## config.mk

```make
export PLATFORM = sky130hd
export DESIGN_NAME = map_access_arbiter
export DESIGN_NICKNAME = d
export VERILOG_FILES = /design/src/rtl/map_access_arbiter.sv
export SDC_FILE = /design/constraint.sdc
export NUM_CORES = 1
export LEC_CHECK = 0
export CORE_ASPECT_RATIO = 1.5
export CORE_UTILIZATION = 49
export CTS_CLUSTER_DIAMETER = 30
export DETAILED_ROUTE_END_ITERATION = 6
export HOLD_SLACK_MARGIN = 0.06
export PLACE_DENSITY = 0.86
export REMOVE_ABC_BUFFERS = 1
export SYNTH_ARGS = -nofsm -noshare
export SYNTH_HDL_FRONTEND = slang
export SYNTH_SLANG_ARGS = --single-unit
export TNS_END_PERCENT = 10
```

## constraint.sdc

```tcl
create_clock -name clock -period 7.4 [get_ports clock]
set_input_delay 0.74 -clock clock [delete_from_list [all_inputs] [get_ports clock]]
set_output_delay 0.74 -clock clock [all_outputs]
set_load 0.01 [all_outputs]
```

## src/rtl/map_access_arbiter.sv

```systemverilog
// ---------------------------------------------------------------------------
// map_access_arbiter
//
// Gives three requesters access to the single port of the map storage
// (ROWS x COLS cells, CELL_W bits each; cell 0 sits in the top bits of the row
// word). Each access is run through a small FSM. Grants are round-robin, but
// render wins outright when it asks during a frame boundary (v_sync).
//
// Ports:
//   clock, reset                  clock; asynchronous active-high reset
//   i_v_sync                      frame boundary, gives render priority
//   i_ed_*  / o_ed_ack, o_ed_err  editor cell write (req, row, col, wdata)
//   i_rb_*  / o_rb_ack, o_rb_err, robot cell read (req, row, col)
//             o_rb_rdata
//   i_rn_*  / o_rn_ack, o_rn_err, render full-row read (req, row)
//             o_rn_rdata
//   o_mem_row, o_mem_col,         storage address, write enable, write data
//   o_mem_we, o_mem_wdata
//   i_mem_rdata                   storage row word, one cycle after o_mem_row
//   o_busy                        FSM not idle
//   o_last_grant                  0 editor, 1 robot, 2 render, 3 none yet
// ---------------------------------------------------------------------------
module map_access_arbiter #(
    parameter int ROWS   = 10,
    parameter int COLS   = 20,
    parameter int CELL_W = 3
) (
    input  logic                   clock,
    input  logic                   reset,
    input  logic                   i_v_sync,
    input  logic                   i_ed_req,
    input  logic [3:0]             i_ed_row,
    input  logic [4:0]             i_ed_col,
    input  logic [CELL_W-1:0]      i_ed_wdata,
    output logic                   o_ed_ack,
    output logic                   o_ed_err,
    input  logic                   i_rb_req,
    input  logic [3:0]             i_rb_row,
    input  logic [4:0]             i_rb_col,
    output logic                   o_rb_ack,
    output logic                   o_rb_err,
    output logic [CELL_W-1:0]      o_rb_rdata,
    input  logic                   i_rn_req,
    input  logic [3:0]             i_rn_row,
    output logic                   o_rn_ack,
    output logic                   o_rn_err,
    output logic [COLS*CELL_W-1:0] o_rn_rdata,
    output logic [3:0]             o_mem_row,
    output logic [4:0]             o_mem_col,
    output logic                   o_mem_we,
    output logic [CELL_W-1:0]      o_mem_wdata,
    input  logic [COLS*CELL_W-1:0] i_mem_rdata,
    output logic                   o_busy,
    output logic [1:0]             o_last_grant
);

    localparam int ROW_W = COLS * CELL_W;
    localparam logic [3:0] ROW_LIMIT = 4'(ROWS);
    localparam logic [4:0] COL_LIMIT = 5'(COLS);

    localparam logic [1:0] GR_ED   = 2'd0;
    localparam logic [1:0] GR_RB   = 2'd1;
    localparam logic [1:0] GR_RN   = 2'd2;
    localparam logic [1:0] GR_NONE = 2'd3;

    typedef enum logic [1:0] {
        ST_IDLE,
        ST_ISSUE,
        ST_CAPTURE,
        ST_ACK
    } state_t;

    state_t              r_state;
    logic [1:0]          r_rrPtr;
    logic [1:0]          r_who;
    logic [4:0]          r_opCol;
    logic                r_edAck, r_edErr;
    logic                r_rbAck, r_rbErr;
    logic                r_rnAck, r_rnErr;
    logic [CELL_W-1:0]   r_rbRdata;
    logic [ROW_W-1:0]    r_rnRdata;
    logic [3:0]          r_memRow;
    logic [4:0]          r_memCol;
    logic                r_memWe;
    logic [CELL_W-1:0]   r_memWdata;
    logic                r_busy;
    logic [1:0]          r_lastGrant;

    logic [2:0]          w_reqVec;
    logic [2:0]          w_cand;
    logic                w_grantValid;
    logic [1:0]          w_grant;
    logic [1:0]          w_nextPtr;
    logic [3:0]          w_opRow;
    logic [4:0]          w_opCol;
    logic                w_rangeErr;
    logic [CELL_W-1:0]   w_cell;

    // Winner selection. A v_sync render grant leaves the pointer alone so the
    // round-robin turn it pre-empted is still owed to the same requester.
    always_comb begin
        w_reqVec     = {i_rn_req, i_rb_req, i_ed_req};
        w_cand       = 3'd0;
        w_grantValid = 1'b0;
        w_grant      = GR_NONE;
        w_nextPtr    = r_rrPtr;
        if (i_v_sync && i_rn_req) begin
            w_grantValid = 1'b1;
            w_grant      = GR_RN;
        end else begin
            for (int k = 0; k < 3; k++) begin
                w_cand = {1'b0, r_rrPtr} + 3'(k);
                if (w_cand >= 3'd3) begin
                    w_cand = w_cand - 3'd3;
                end
                if (!w_grantValid && w_reqVec[w_cand[1:0]]) begin
                    w_grantValid = 1'b1;
                    w_grant      = w_cand[1:0];
                    w_nextPtr    = (w_cand[1:0] == 2'd2) ? 2'd0 : w_cand[1:0] + 2'd1;
                end
            end
        end
    end

    // Operands of the prospective winner; render has no column, so it can only
    // fail on the row.
    always_comb begin
        w_opRow = i_ed_row;
        w_opCol = i_ed_col;
        case (w_grant)
            GR_RB: begin
                w_opRow = i_rb_row;
                w_opCol = i_rb_col;
            end
            GR_RN: begin
                w_opRow = i_rn_row;
                w_opCol = 5'd0;
            end
            default: ;
        endcase
        w_rangeErr = (w_opRow >= ROW_LIMIT) || (w_opCol >= COL_LIMIT);
    end

    // Cell 0 is the most significant cell of the row word.
    always_comb begin
        w_cell = '0;
        for (int c = 0; c < COLS; c++) begin
            if (r_opCol == 5'(c)) begin
                w_cell = i_mem_rdata[ROW_W-1-CELL_W*c -: CELL_W];
            end
        end
    end

    // Access sequencer. Async reset clears mem_we at once so a transaction cut
    // by reset can never complete a write.
    always_ff @(posedge clock or posedge reset) begin
        if (reset) begin
            r_state     <= ST_IDLE;
            r_rrPtr     <= 2'd0;
            r_who       <= GR_NONE;
            r_opCol     <= 5'd0;
            r_edAck     <= 1'b0;
            r_edErr     <= 1'b0;
            r_rbAck     <= 1'b0;
            r_rbErr     <= 1'b0;
            r_rnAck     <= 1'b0;
            r_rnErr     <= 1'b0;
            r_rbRdata   <= '0;
            r_rnRdata   <= '0;
            r_memRow    <= 4'd0;
            r_memCol    <= 5'd0;
            r_memWe     <= 1'b0;
            r_memWdata  <= '0;
            r_busy      <= 1'b0;
            r_lastGrant <= GR_NONE;
        end else begin
            r_edAck <= 1'b0;
            r_edErr <= 1'b0;
            r_rbAck <= 1'b0;
            r_rbErr <= 1'b0;
            r_rnAck <= 1'b0;
            r_rnErr <= 1'b0;
            r_memWe <= 1'b0;
            case (r_state)
                ST_IDLE: begin
                    if (w_grantValid) begin
                        r_who       <= w_grant;
                        r_lastGrant <= w_grant;
                        r_rrPtr     <= w_nextPtr;
                        r_opCol     <= w_opCol;
                        r_busy      <= 1'b1;
                        if (w_rangeErr) begin
                            case (w_grant)
                                GR_ED:   begin r_edAck <= 1'b1; r_edErr <= 1'b1; end
                                GR_RB:   begin r_rbAck <= 1'b1; r_rbErr <= 1'b1; end
                                default: begin r_rnAck <= 1'b1; r_rnErr <= 1'b1; end
                            endcase
                            r_state <= ST_ACK;
                        end else begin
                            r_memRow <= w_opRow;
                            if (w_grant == GR_ED) begin
                                r_memCol   <= w_opCol;
                                r_memWdata <= i_ed_wdata;
                                r_memWe    <= 1'b1;
                            end
                            r_state <= ST_ISSUE;
                        end
                    end
                end
                ST_ISSUE: begin
                    if (r_who == GR_ED) begin
                        r_edAck <= 1'b1;
                        r_state <= ST_ACK;
                    end else begin
                        r_state <= ST_CAPTURE;
                    end
                end
                ST_CAPTURE: begin
                    if (r_who == GR_RB) begin
                        r_rbRdata <= w_cell;
                        r_rbAck   <= 1'b1;
                    end else begin
                        r_rnRdata <= i_mem_rdata;
                        r_rnAck   <= 1'b1;
                    end
                    r_state <= ST_ACK;
                end
                default: begin
                    r_busy  <= 1'b0;
                    r_state <= ST_IDLE;
                end
            endcase
        end
    end

    assign o_ed_ack     = r_edAck;
    assign o_ed_err     = r_edErr;
    assign o_rb_ack     = r_rbAck;
    assign o_rb_err     = r_rbErr;
    assign o_rb_rdata   = r_rbRdata;
    assign o_rn_ack     = r_rnAck;
    assign o_rn_err     = r_rnErr;
    assign o_rn_rdata   = r_rnRdata;
    assign o_mem_row    = r_memRow;
    assign o_mem_col    = r_memCol;
    assign o_mem_we     = r_memWe;
    assign o_mem_wdata  = r_memWdata;
    assign o_busy       = r_busy;
    assign o_last_grant = r_lastGrant;

endmodule

```

==> summary.md, run 1 <==
| Metric | Value |
|---|---|
| Status | `finished, violations left` |
| Failing checks | `DRC` |
| DR WL/cell | `between 15 and 20 µm` |
| Worst-Skew Late Latency | `0.34 ns` |
| Hold Path Sink | `r_opCol[1]$_DFFE_PP0P_` |
| Ys Warns | `0` |
| Post-synth top area share | `45.6%` |
| R2r startpoint | `r_rrPtr[0]$_DFFE_PP0P_` |
| Final Cycle Share | `64.7%` |
| Fin. Hold Viols | `0` |
| # resized after CTS | `0` |
| Final min period | `4.79 ns` |
| RSZ-0062 raised after global routing | `no` |
| Synth top area cells | `dfrtp_1 46%, mux2_2 15%, mux2i_1 3.6%, mux2_4 3.0%, ha_1 2.7%` |
| Clock buffer depth | `2` |
| Critical Path Sink Type | `register` |
| Vias in the first global route | `between 4000 and 5000` |
| Rows | `45` |
| Routed Antenna Nets | `0` |
| Hold crit path type | `reg -> reg` |
| Sw frac | `between 30% and 40%` |
| HPWL Detailed | `10.8 mm` |
| Reg2Reg Setup Slack | `2.70 ns` |
| Largest net degree at the start of global routing | `91` |
| Initial Utilization | `50.1%` |
| Hold buffer count at CTS | `0` |
| Mapped Cells | `443` |
| Max-slew violation count | `0` |
| Hold_sp | `r_opCol[1]$_DFFE_PP0P_` |
| Core area | `10100 µm²` |
| Placed Instances | `between 700 and 800` |
| P_sw | `0.00125 W` |
| Reg2Reg Depth | `13` |
| N_diodes | `0` |
| Largest area contributor in the netlist | `dfrtp_1` |
| Slew @ Worst Pin | `1.11 ns` |
| Clk pwr share | `13.8%` |
| Count of cell types in the netlist | `65` |
| # setup viols final | `0` |
| Drt total wl | `approximately 14 mm` |
| Pleak | `approximately 3.0 nW` |
| Most common cell in the netlist | `dfrtp_1` |
| Post-Syn Area | `a little over 5000 µm²` |
| Final non-filler cell total | `729` |
| Pint | `just over 0.002 W` |
| DR vias/cell | `5.91` |
| Clk sinks | `94` |
| PD cells | `459 nW/µm²` |
| NumNets Final | `709` |
| Die X | `between 80 and 90 µm` |
| I/O pin total | `176` |
| Peak VDD IR | `roughly 0.29 mV` |
| Nature of the critical path startpoint | `input port` |
| Die Y | `126 µm` |
| Sequential area share after synthesis | `46.7%` |
| Sequential Power Share | `28.5%` |
| Grt ovf | `0` |
| TritonCTS clock tree | `done` |
| Worst rel slew slack | `around a quarter` |
| Setup Buffers After CTS | `0` |
| Max Cap Viol | `0` |
| Synth Flop Type | `dfrtp_1` |
| Number of synthesized flops with an enable pin | `0` |
| Setup TNS | `0 ns` |
| Ys async rst share | `100%` |
| Share of layout cells above drive strength 1 | `18.1%` |
| Initial antenna violation count | `0` |
| Worst Path Max Fanout | `15` |
| F_max | `about 0.21 GHz` |
| First-pass GRT wire length | `22.5 mm` |
| Worst EP required | `around 7.6 ns` |
| Root Buffer Master | `clkbuf_16` |
| Min-Delay Path Depth | `2` |
| First-pass detailed-route iteration total | `7` |
| Vias | `4305` |
| CP Class | `in -> reg` |
| DRC viols | `20` |
| Terminus of the critical flop-to-flop path | `o_mem_row[0]$_DFFE_PP0P_` |
| Die area | `10700 µm²` |
| Syn-to-layout area delta | `41.6%` |
| Clock Skew | `0.00973 ns` |
| H-tree Lvls | `3` |
| Reg clk slew, reported paths | `0.07 ns` |
| Synth cell count leaders | `92 x dfrtp_1, 65 x mux2_2, 26 x inv_1, 25 x o21ai_0, 24 x nand2_1` |
| TritonCTS buffer count | `9` |
| Register bit total from synthesis | `94` |
| Initial DRC count | `284` |
| Logic pwr share | `roughly 58%` |
| GRT Overall Usage | `a little over a quarter` |
| # port buffers | `175` |
| Crit path DAT | `5.01 ns` |
| Final Wtd Congestion | `0.861` |
| Avg Synthesized Cell Area | `11.4 µm²` |
==> registers in the layout, summed over array words and instances (netlist names), 2 cells and up <==
register,cells
o_rn_rdata,60
o_mem_col,5
r_opCol,5
o_mem_row,4
o_mem_wdata,3
o_rb_rdata,3
r_rrPtr,2
r_state,2
r_who,2
==> cells by family after synthesis <==
kind of cell	count (synthesis)	synth area share, %
buffers and inverters	54	4.73
and+or+nand+nor	92	9.82
adders and majority gates	11	2.73
muxes	97	22.8
DFF	94	46.7
AOI/OAI and AO/OA	95	13.2
==> worst max-delay path by stage <==
stage | from | depth (start not counted) | end | slack [ns]
3_5_place_dp | i_rn_req | 12 | o_mem_row[0]$_DFFE_PP0P_ | 2.27
4_1_cts | i_rn_req | 12 | o_mem_row[0]$_DFFE_PP0P_ | 2.64
3_3_place_gp | i_rn_req | 12 | o_mem_row[0]$_DFFE_PP0P_ | 2.67
2_1_floorplan | r_rrPtr[0]$_DFFE_PP0P_ | 13 | o_mem_col[2]$_DFFE_PP0P_ | 3.36
5_1_grt | i_rn_req | 12 | o_mem_row[0]$_DFFE_PP0P_ | 2.31
6_report | i_rn_req | 12 | o_mem_row[0]$_DFFE_PP0P_ | 2.61
==> metal layers <==
metal | global-route usage [%] | share of wire [%] | up-vias | wire length [µm]
li1 | - | - | 1949 | -
met1 | 32.0 | 37 | 2078 | 5340
met2 | 48.8 | 52 | 246 | 7510
met3 | 4.10 | 7.8 | 32 | 1130
met4 | 12.2 | 3.1 | 0 | 445
met5 | 0 | 0 | - | 0
==> critical path, cell delays in order <==
cell and delay, ns:
clkdlybuf4s50_1 0.58, a22o_1 0.33, a222oi_1 0.86, nand2_2 0.19, o221a_4 0.34, inv_1 0.08, ha_1 0.40, nand3_1 0.14
o21ai_0 0.15, o21a_1 0.26, nor3_1 0.54, mux2_2 0.40
==> cell usage in the layout (no fill, tap or decap), types with 4 or more instances in the layout <==
| cell type | Yosys | routed |
|---|---|---|
| ha_1 | 11 | 11 |
| dfrtp_1 | 92 | 92 |
| nand2_1 | 24 | 24 |
| buf_4 | 0 | 4 |
| mux2_4 | 10 | 10 |
| o31ai_1 | 5 | 5 |
| nand2b_1 | 7 | 7 |
| nor2_1 | 12 | 12 |
| a22o_1 | 4 | 4 |
| a21oi_1 | 14 | 14 |
| mux2i_1 | 18 | 18 |
| inv_1 | 26 | 25 |
| o211ai_1 | 4 | 4 |
| nor2b_1 | 8 | 8 |
| nor3_1 | 8 | 8 |
| o21ai_0 | 25 | 25 |
| a211oi_1 | 4 | 4 |
| mux4_2 | 4 | 4 |
| clkbuf_16 | 0 | 9 |
| nand3_1 | 10 | 10 |
| clkdlybuf4s50_1 | 0 | 175 |
| nand3b_1 | 4 | 4 |
| mux2_2 | 65 | 65 |
==> power groups by stage <==
| stage | clock network [W] | logic [W] | registers (W) |
|---|---|---|---|
| 4_1_cts | 0.000458 | 0.00188 | 0.000936 |
| 3_3_place_gp | 0 | 0.00181 | 0.000926 |
| 2_1_floorplan | 0 | 0.000989 | 0.00105 |
| 5_1_grt | 0.000479 | 0.00202 | 0.000965 |
| 3_5_place_dp | 0 | 0.00187 | 0.000943 |
| 6_report | 0.000454 | 0.00189 | 0.000936 |
==> per-stage QoR <==
stage	util, %	hold WS, ns	setup slack (ns)	total power (W)	area [µm²]
2_1_floorplan	-	0.516	3.36	0.00204	4910
3_3_place_gp	68.0	0.462	2.67	0.00273	6860
3_5_place_dp	68.0	0.470	2.27	0.00281	6860
4_1_cts	70.9	0.485	2.64	0.00327	7150
5_1_grt	70.9	0.512	2.31	0.00346	7150
6_report	70.9	0.486	2.61	0.00328	7150
==> area by class of cell <==
class,count,area [µm²]
Inverter,28,108
Clock inverter,6,62.6
Timing Repair Buffer,179,1780
Clock buffer,10,229
Sequential cell,94,2350
Tap cell,117,146
Fill cell,701,2930
Multi-Input combinational cell,295,2460
Power figures use the tool's default switching activity.
==> inputs of run 2 (changes only) <==
Settings changed: CORE_UTILIZATION 49 to 46, PLACE_DENSITY 0.86 to 0.81.
Clock period 7.4 ns to 4.7 ns, I/O delays scaled along.
==> run 2 against run 1 <==
The run now ends clean. Global-route usage is 1.5 points lower. Die area is 6.4% higher. Sequential power is 59% higher. Wire length is 0.48% lower. Combinational power is 58% higher. Count of clock-buffer cells in the layout stayed put. Largest cell class unchanged. Highest routed layer unchanged.
==> summary.md, run 2 (same netlist as run 1, synthesis figures left out) <==
| Metric | Value |
|---|---|
| HPWL Detailed | `10.8 mm` |
| Drt total wl | `between 10 and 15 mm` |
| Setup Buffers After CTS | `0` |
| Worst rel slew slack | `44.0%` |
| CP Class | `reg -> reg` |
| # resized after CTS | `0` |
| Terminus of the critical flop-to-flop path | `o_mem_wdata[1]$_DFFE_PP0P_` |
| Worst-Skew Late Latency | `roughly 0.35 ns` |
| Hold buffer count at CTS | `0` |
| Die X | `87.5 µm` |
| # port buffers | `175` |
| Reg clk slew, reported paths | `0.06 ns` |
| Clk sinks | `94` |
| PD cells | `724 nW/µm²` |
| TritonCTS clock tree | `done` |
| P_sw | `a little under 0.002 W` |
| Worst Path Max Fanout | `15` |
| NumNets Final | `711` |
| GRT Overall Usage | `between 20 and 30%` |
| R2r startpoint | `r_rrPtr[0]$_DFFE_PP0P_` |
| Die area | `11400 µm²` |
| Reg2Reg Depth | `13` |
| Max reg flops | `60` |
| Nature of the critical path startpoint | `register` |
| Leading cell types in the layout, fill and taps excluded | `175 x clkdlybuf4s50_1, 92 x dfrtp_1, 65 x mux2_2` |
| Slowest CP cell | `or4_4` |
| Vias | `4286` |
| Clk pwr share | `14.1%` |
| Sequential Power Share | `28.5%` |
| Initial antenna violation count | `0` |
| Peak VDD IR | `0.416 mV` |
| Setup crit end | `o_mem_wdata[1]$_DFFE_PP0P_` |
| Clock buffer depth | `2` |
| Worst EP required | `a little under 5 ns` |
| Max-slew violation count | `0` |
| Most common cell after layout, fill and taps aside | `clkdlybuf4s50_1` |
| DP Area | `a little under 7000 µm²` |
| Crit path DAT | `4.50 ns` |
| Syn-to-layout area delta | `42.7%` |
| Routed Antenna Nets | `0` |
| Reg2Reg Setup Slack | `0.43 ns` |
| Crit-path cells | `inv_1, ha_1, a22o_1, a222oi_1, buf_4, nand2_2, o221a_4, inv_1, ha_1, mux2i_1, a21oi_1, or4_4, mux2_4` |
| Max Cap Viol | `0` |
| RSZ-0062 raised after global routing | `no` |
| Largest net degree at the start of global routing | `50` |
| Initial DRC count | `210` |
| Grt ovf | `0` |
| Pint | `~0.0032 W` |
| DRC viols | `0` |
| DR vias/cell | `between 5 and 6` |
| N_diodes | `0` |
| # setup viols final | `0` |
| Worst setup startpoint | `r_rrPtr[0]$_DFFE_PP0P_` |
| Slew @ Worst Pin | `0.840 ns` |
| Fin. Hold Viols | `0` |
| Status | `complete, no violations` |
| Largest stage delay on the critical path | `about 0.63 ns` |
| Setup TNS | `0 ns` |
| Pleak | `3.03 nW` |
| I/O pin total | `about 180` |
| F_max | `approximately 0.23 GHz` |
| Vias in the first global route | `around 4300` |
| Share of layout cells above drive strength 1 | `between 10% and 20%` |
| Die Y | `130 µm` |
| Core area | `10600 µm²` |
| Root Buffer Master | `clkbuf_16` |
| Final min period | `4.27 ns` |
| Min Hold Slack | `0.480 ns` |
| Critical Path Sink Type | `register` |
| Final Cycle Share | `90.8%` |
| First-pass GRT wire length | `22.2 mm` |
| Rows | `46` |
| Initial Utilization | `47.4%` |
| DR WL/cell | `19.0 µm` |
| Hold crit path type | `reg -> reg` |
| Clock Skew | `approximately 0.0046 ns` |
| Logic pwr share | `57.4%` |
| Final instance area | `7200 µm²` |
| Sw frac | `38.0%` |
| Final Wtd Congestion | `around 0.89` |
| First-pass detailed-route iteration total | `5` |
| TritonCTS buffer count | `9` |
| H-tree Lvls | `3` |
-- run 2: layout make-up --
class,instances,area (µm²)
clock buffers,10,239
repair buffers,181,1800
fillers,806,3450
well taps,144,180
clock inverters,5,58.8
inverters,28,108
flip-flops and latches,94,2350
multi-input cells,295,2460
-- run 2: per-stage QoR --
stage / worst slack (ns) / util (%) / std cells / power (W)
final: 0.434 / 67.6 / 757 / 0.00521
after global routing: 0.246 / 67.6 / 757 / 0.00553
after CTS: 0.503 / 67.6 / 757 / 0.00522
after detailed placement: 0.331 / 64.8 / 742 / 0.00447
after global placement: 0.536 / 64.8 / 742 / 0.00434
after floorplan: 0.661 / - / 417 / 0.00321
-- run 2: how the worst min path moves through the flow --
stage,end,start,cells past startpoint
final,o_rn_rdata[14]$_DFFE_PP0P_,o_rn_rdata[14]$_DFFE_PP0P_,2
after global routing,o_rn_rdata[14]$_DFFE_PP0P_,o_rn_rdata[14]$_DFFE_PP0P_,2
after CTS,o_rn_rdata[14]$_DFFE_PP0P_,o_rn_rdata[14]$_DFFE_PP0P_,2
after detailed placement,o_rn_rdata[14]$_DFFE_PP0P_,o_rn_rdata[14]$_DFFE_PP0P_,2
after global placement,o_rn_rdata[14]$_DFFE_PP0P_,o_rn_rdata[14]$_DFFE_PP0P_,2
after floorplan,o_rn_rdata[14]$_DFFE_PP0P_,o_rn_rdata[14]$_DFFE_PP0P_,2
-- run 2: power groups by stage --
stage	Combinational, W	Sequential [W]	Clock, W
finish	0.00299	0.00149	0.000736
global placement	0.00287	0.00148	0
CTS	0.00299	0.00149	0.000744
floorplan	0.00156	0.00165	0
global route	0.00322	0.00154	0.000780
detailed placement	0.00297	0.00150	0
-- run 2: worst max-delay path, delay by kind of cell (launching register included) --
kind                       cells  cell delay (ns)
AOI/OAI and AO/OA              4             1.12
adders and majority gates      2             0.88
DFF                            1             0.41
buffers and inverters          3             0.38
and+or+nand+nor                2             0.72
muxes                          2             0.65
-- run 2: layer usage --
metal | GRT usage, % | routed length (µm)
met1 | 29.0 | 5470
met2 | 45.7 | 7520
met3 | 4.93 | 859
met4 | 13.4 | 505
met5 | 0 | 0
==> inputs of run 3 (changes only) <==
Settings changed: CORE_MARGIN from default to 8.
==> run 3 against run 2 <==
Critical path depth unchanged. First-iteration DRC count down 7.6%. Clock skew up 0.0029 ns. Fmax rose by 1.5%. Worst setup slack better by 0.062 ns. Cell area grew 0.14%. Sequential share of layout area is essentially flat. Via count shrank 2.0%. Die area is 28% higher. Critical path type unchanged.
==> summary.md, run 3 (same netlist as run 1, synthesis figures left out) <==
| Metric | Value |
|---|---|
| Worst-Skew Late Latency | `0.34 ns` |
| Hold crit path type | `reg -> reg` |
| Initial Utilization | `about 46%` |
| Die area | `14600 µm²` |
| Dpl ws | `between 0.3 and 0.4 ns` |
| Setup Buffers After CTS | `0` |
| Fin. Hold Viols | `0` |
| P_sw | `0.00199 W` |
| Reg2Reg Setup Slack | `0.50 ns` |
| TritonCTS clock tree | `done` |
| Setup TNS | `0 ns` |
| Clk sinks | `94` |
| PD cells | `723 nW/µm²` |
| Syn-to-layout area delta | `42.9%` |
| # setup viols final | `0` |
| Largest net degree at the start of global routing | `50` |
| Fin util | `66.3%` |
| Final Cycle Share | `89.4%` |
| Status | `complete, no violations` |
| Clock buffer depth | `2` |
| Logic pwr share | `57.2%` |
| Reg clk slew, reported paths | `~0.07 ns` |
| F_max | `0.238 GHz` |
| Worst EP required | `4.92 ns` |
| Peak VDD IR | `~0.36 mV` |
| N_diodes | `0` |
| Most common cell after layout, fill and taps aside | `clkdlybuf4s50_1` |
| Pleak | `3.04 nW` |
| TritonCTS buffer count | `9` |
| Final min period | `4.20 ns` |
| Root Buffer Master | `clkbuf_16` |
| Initial antenna violation count | `0` |
| R2r startpoint | `r_rrPtr[0]$_DFFE_PP0P_` |
| # port buffers | `175` |
| Share of layout cells above drive strength 1 | `between 15 and 20%` |
| Multi-input logic area | `~2500 µm²` |
| HPWL Detailed | `11.9 mm` |
| # resized after CTS | `0` |
| Clock Skew | `0.00754 ns` |
| Die Y | `144 µm` |
| Leading cell types in the layout, fill and taps excluded | `175 x clkdlybuf4s50_1, 92 x dfrtp_1, 65 x mux2_2` |
| Terminus of the critical flop-to-flop path | `o_mem_col[4]$_DFFE_PP0P_` |
| I/O pin total | `176` |
| Core area | `10900 µm²` |
| Setup ws final | `between 0.4 and 0.5 ns` |
| Max-slew violation count | `0` |
| Vias in the first global route | `4482` |
| First-pass detailed-route iteration total | `4` |
| DR vias/cell | `5.52` |
| DR WL/cell | `roughly 20 µm` |
| Die X | `102 µm` |
| Grt ovf | `0` |
| Vias | `roughly 4200` |
| First-pass GRT wire length | `between 20 and 25 mm` |
| CP Class | `reg -> reg` |
| Max Cap Viol | `0` |
| Crit path DAT | `4.43 ns` |
| Sw frac | `approximately two fifths` |
| Pint | `0.00323 W` |
| Drt total wl | `15.0 mm` |
| RSZ-0062 raised after global routing | `no` |
| Routed Antenna Nets | `0` |
| Max reg flops | `60` |
| Rows | `47` |
| Reg2Reg Depth | `13` |
| Critical Path Sink Type | `register` |
| Initial DRC count | `194` |
| Worst rel slew slack | `44.8%` |
| Final non-filler cell total | `about 760` |
| Worst setup startpoint | `r_rrPtr[0]$_DFFE_PP0P_` |
| NumNets Final | `711` |
| DRC viols | `0` |
| Worst Path Max Fanout | `12` |
| Register area | `2350 µm²` |
| Sequential Power Share | `roughly 28%` |
| Filler cell count | `837` |
| Final Wtd Congestion | `0.904` |
| Slew @ Worst Pin | `0.828 ns` |
| Nature of the critical path startpoint | `register` |
| GRT Overall Usage | `20.7%` |
| Clk pwr share | `14.3%` |
| H-tree Lvls | `3` |
| Hold buffer count at CTS | `0` |
| Min-Delay Path Depth | `2` |
| Setup crit end | `o_mem_col[4]$_DFFE_PP0P_` |
| Placed Instances | `745` |
run 3: cell count changes in the layout (fill, tap and decap cells not counted), sizes merged:
cell / delta
inv: +3
clkinv: -1
clkinvlp: -1
run 3: cell type report:
type / count / area share (%)
sequential: 94 / 32.7
inverter: 28 / 1.49
clock inverter: 6 / 1.04
timing repair buffer: 181 / 24.9
multi-input combinational: 295 / 34.2
tap: 147 / 2.55
clock buffer: 10 / 3.17
run 3: power groups by stage:
stage | Sequential (W) | Clock, W | Combinational (W)
after CTS | 0.00149 | 0.000759 | 0.00300
after detailed placement | 0.00150 | 0 | 0.00300
after floorplan | 0.00165 | 0 | 0.00156
final | 0.00148 | 0.000748 | 0.00298
after global placement | 0.00148 | 0 | 0.00293
after global routing | 0.00154 | 0.000788 | 0.00320
run 3: per-stage QoR:
| stage | area [µm²] | total power [W] | hold slack (ns) |
|---|---|---|---|
| 2_1_floorplan | 4910 | 0.00321 | 0.516 |
| 3_3_place_gp | 6910 | 0.00441 | 0.469 |
| 3_5_place_dp | 6910 | 0.00449 | 0.474 |
| 4_1_cts | 7210 | 0.00525 | 0.488 |
| 5_1_grt | 7210 | 0.00553 | 0.500 |
| 6_report | 7210 | 0.00521 | 0.488 |
run 3: routing by layer:
layer	global-route usage, %	routed length [µm]
met4	8.59	435
met5	0	0
met2	38.1	8030
met1	21.8	5580
met3	4.43	919
run 3: worst min path at each step:
stage / from / to / slack [ns]
4_1_cts: o_rn_rdata[14]$_DFFE_PP0P_ / o_rn_rdata[14]$_DFFE_PP0P_ / 0.49
3_5_place_dp: o_rn_rdata[14]$_DFFE_PP0P_ / o_rn_rdata[14]$_DFFE_PP0P_ / 0.47
5_1_grt: o_rn_rdata[14]$_DFFE_PP0P_ / o_rn_rdata[14]$_DFFE_PP0P_ / 0.50
6_report: o_rn_rdata[14]$_DFFE_PP0P_ / o_rn_rdata[14]$_DFFE_PP0P_ / 0.49
3_3_place_gp: o_rn_rdata[14]$_DFFE_PP0P_ / o_rn_rdata[14]$_DFFE_PP0P_ / 0.47
2_1_floorplan: o_rn_rdata[14]$_DFFE_PP0P_ / o_rn_rdata[14]$_DFFE_PP0P_ / 0.52
run 3: worst max-delay path, cell delays in order (launching register included):
cell and delay [ns]:
dfrtp_1 0.40, inv_1 0.08, ha_1 0.45, a22o_1 0.26, a222oi_1 0.37, buf_4 0.22, nand2_2 0.09, o221a_4 0.29
ha_1 0.34, a22o_1 0.26, mux2i_1 0.21, a21oi_1 0.17, or4_4 0.62, mux2_4 0.34
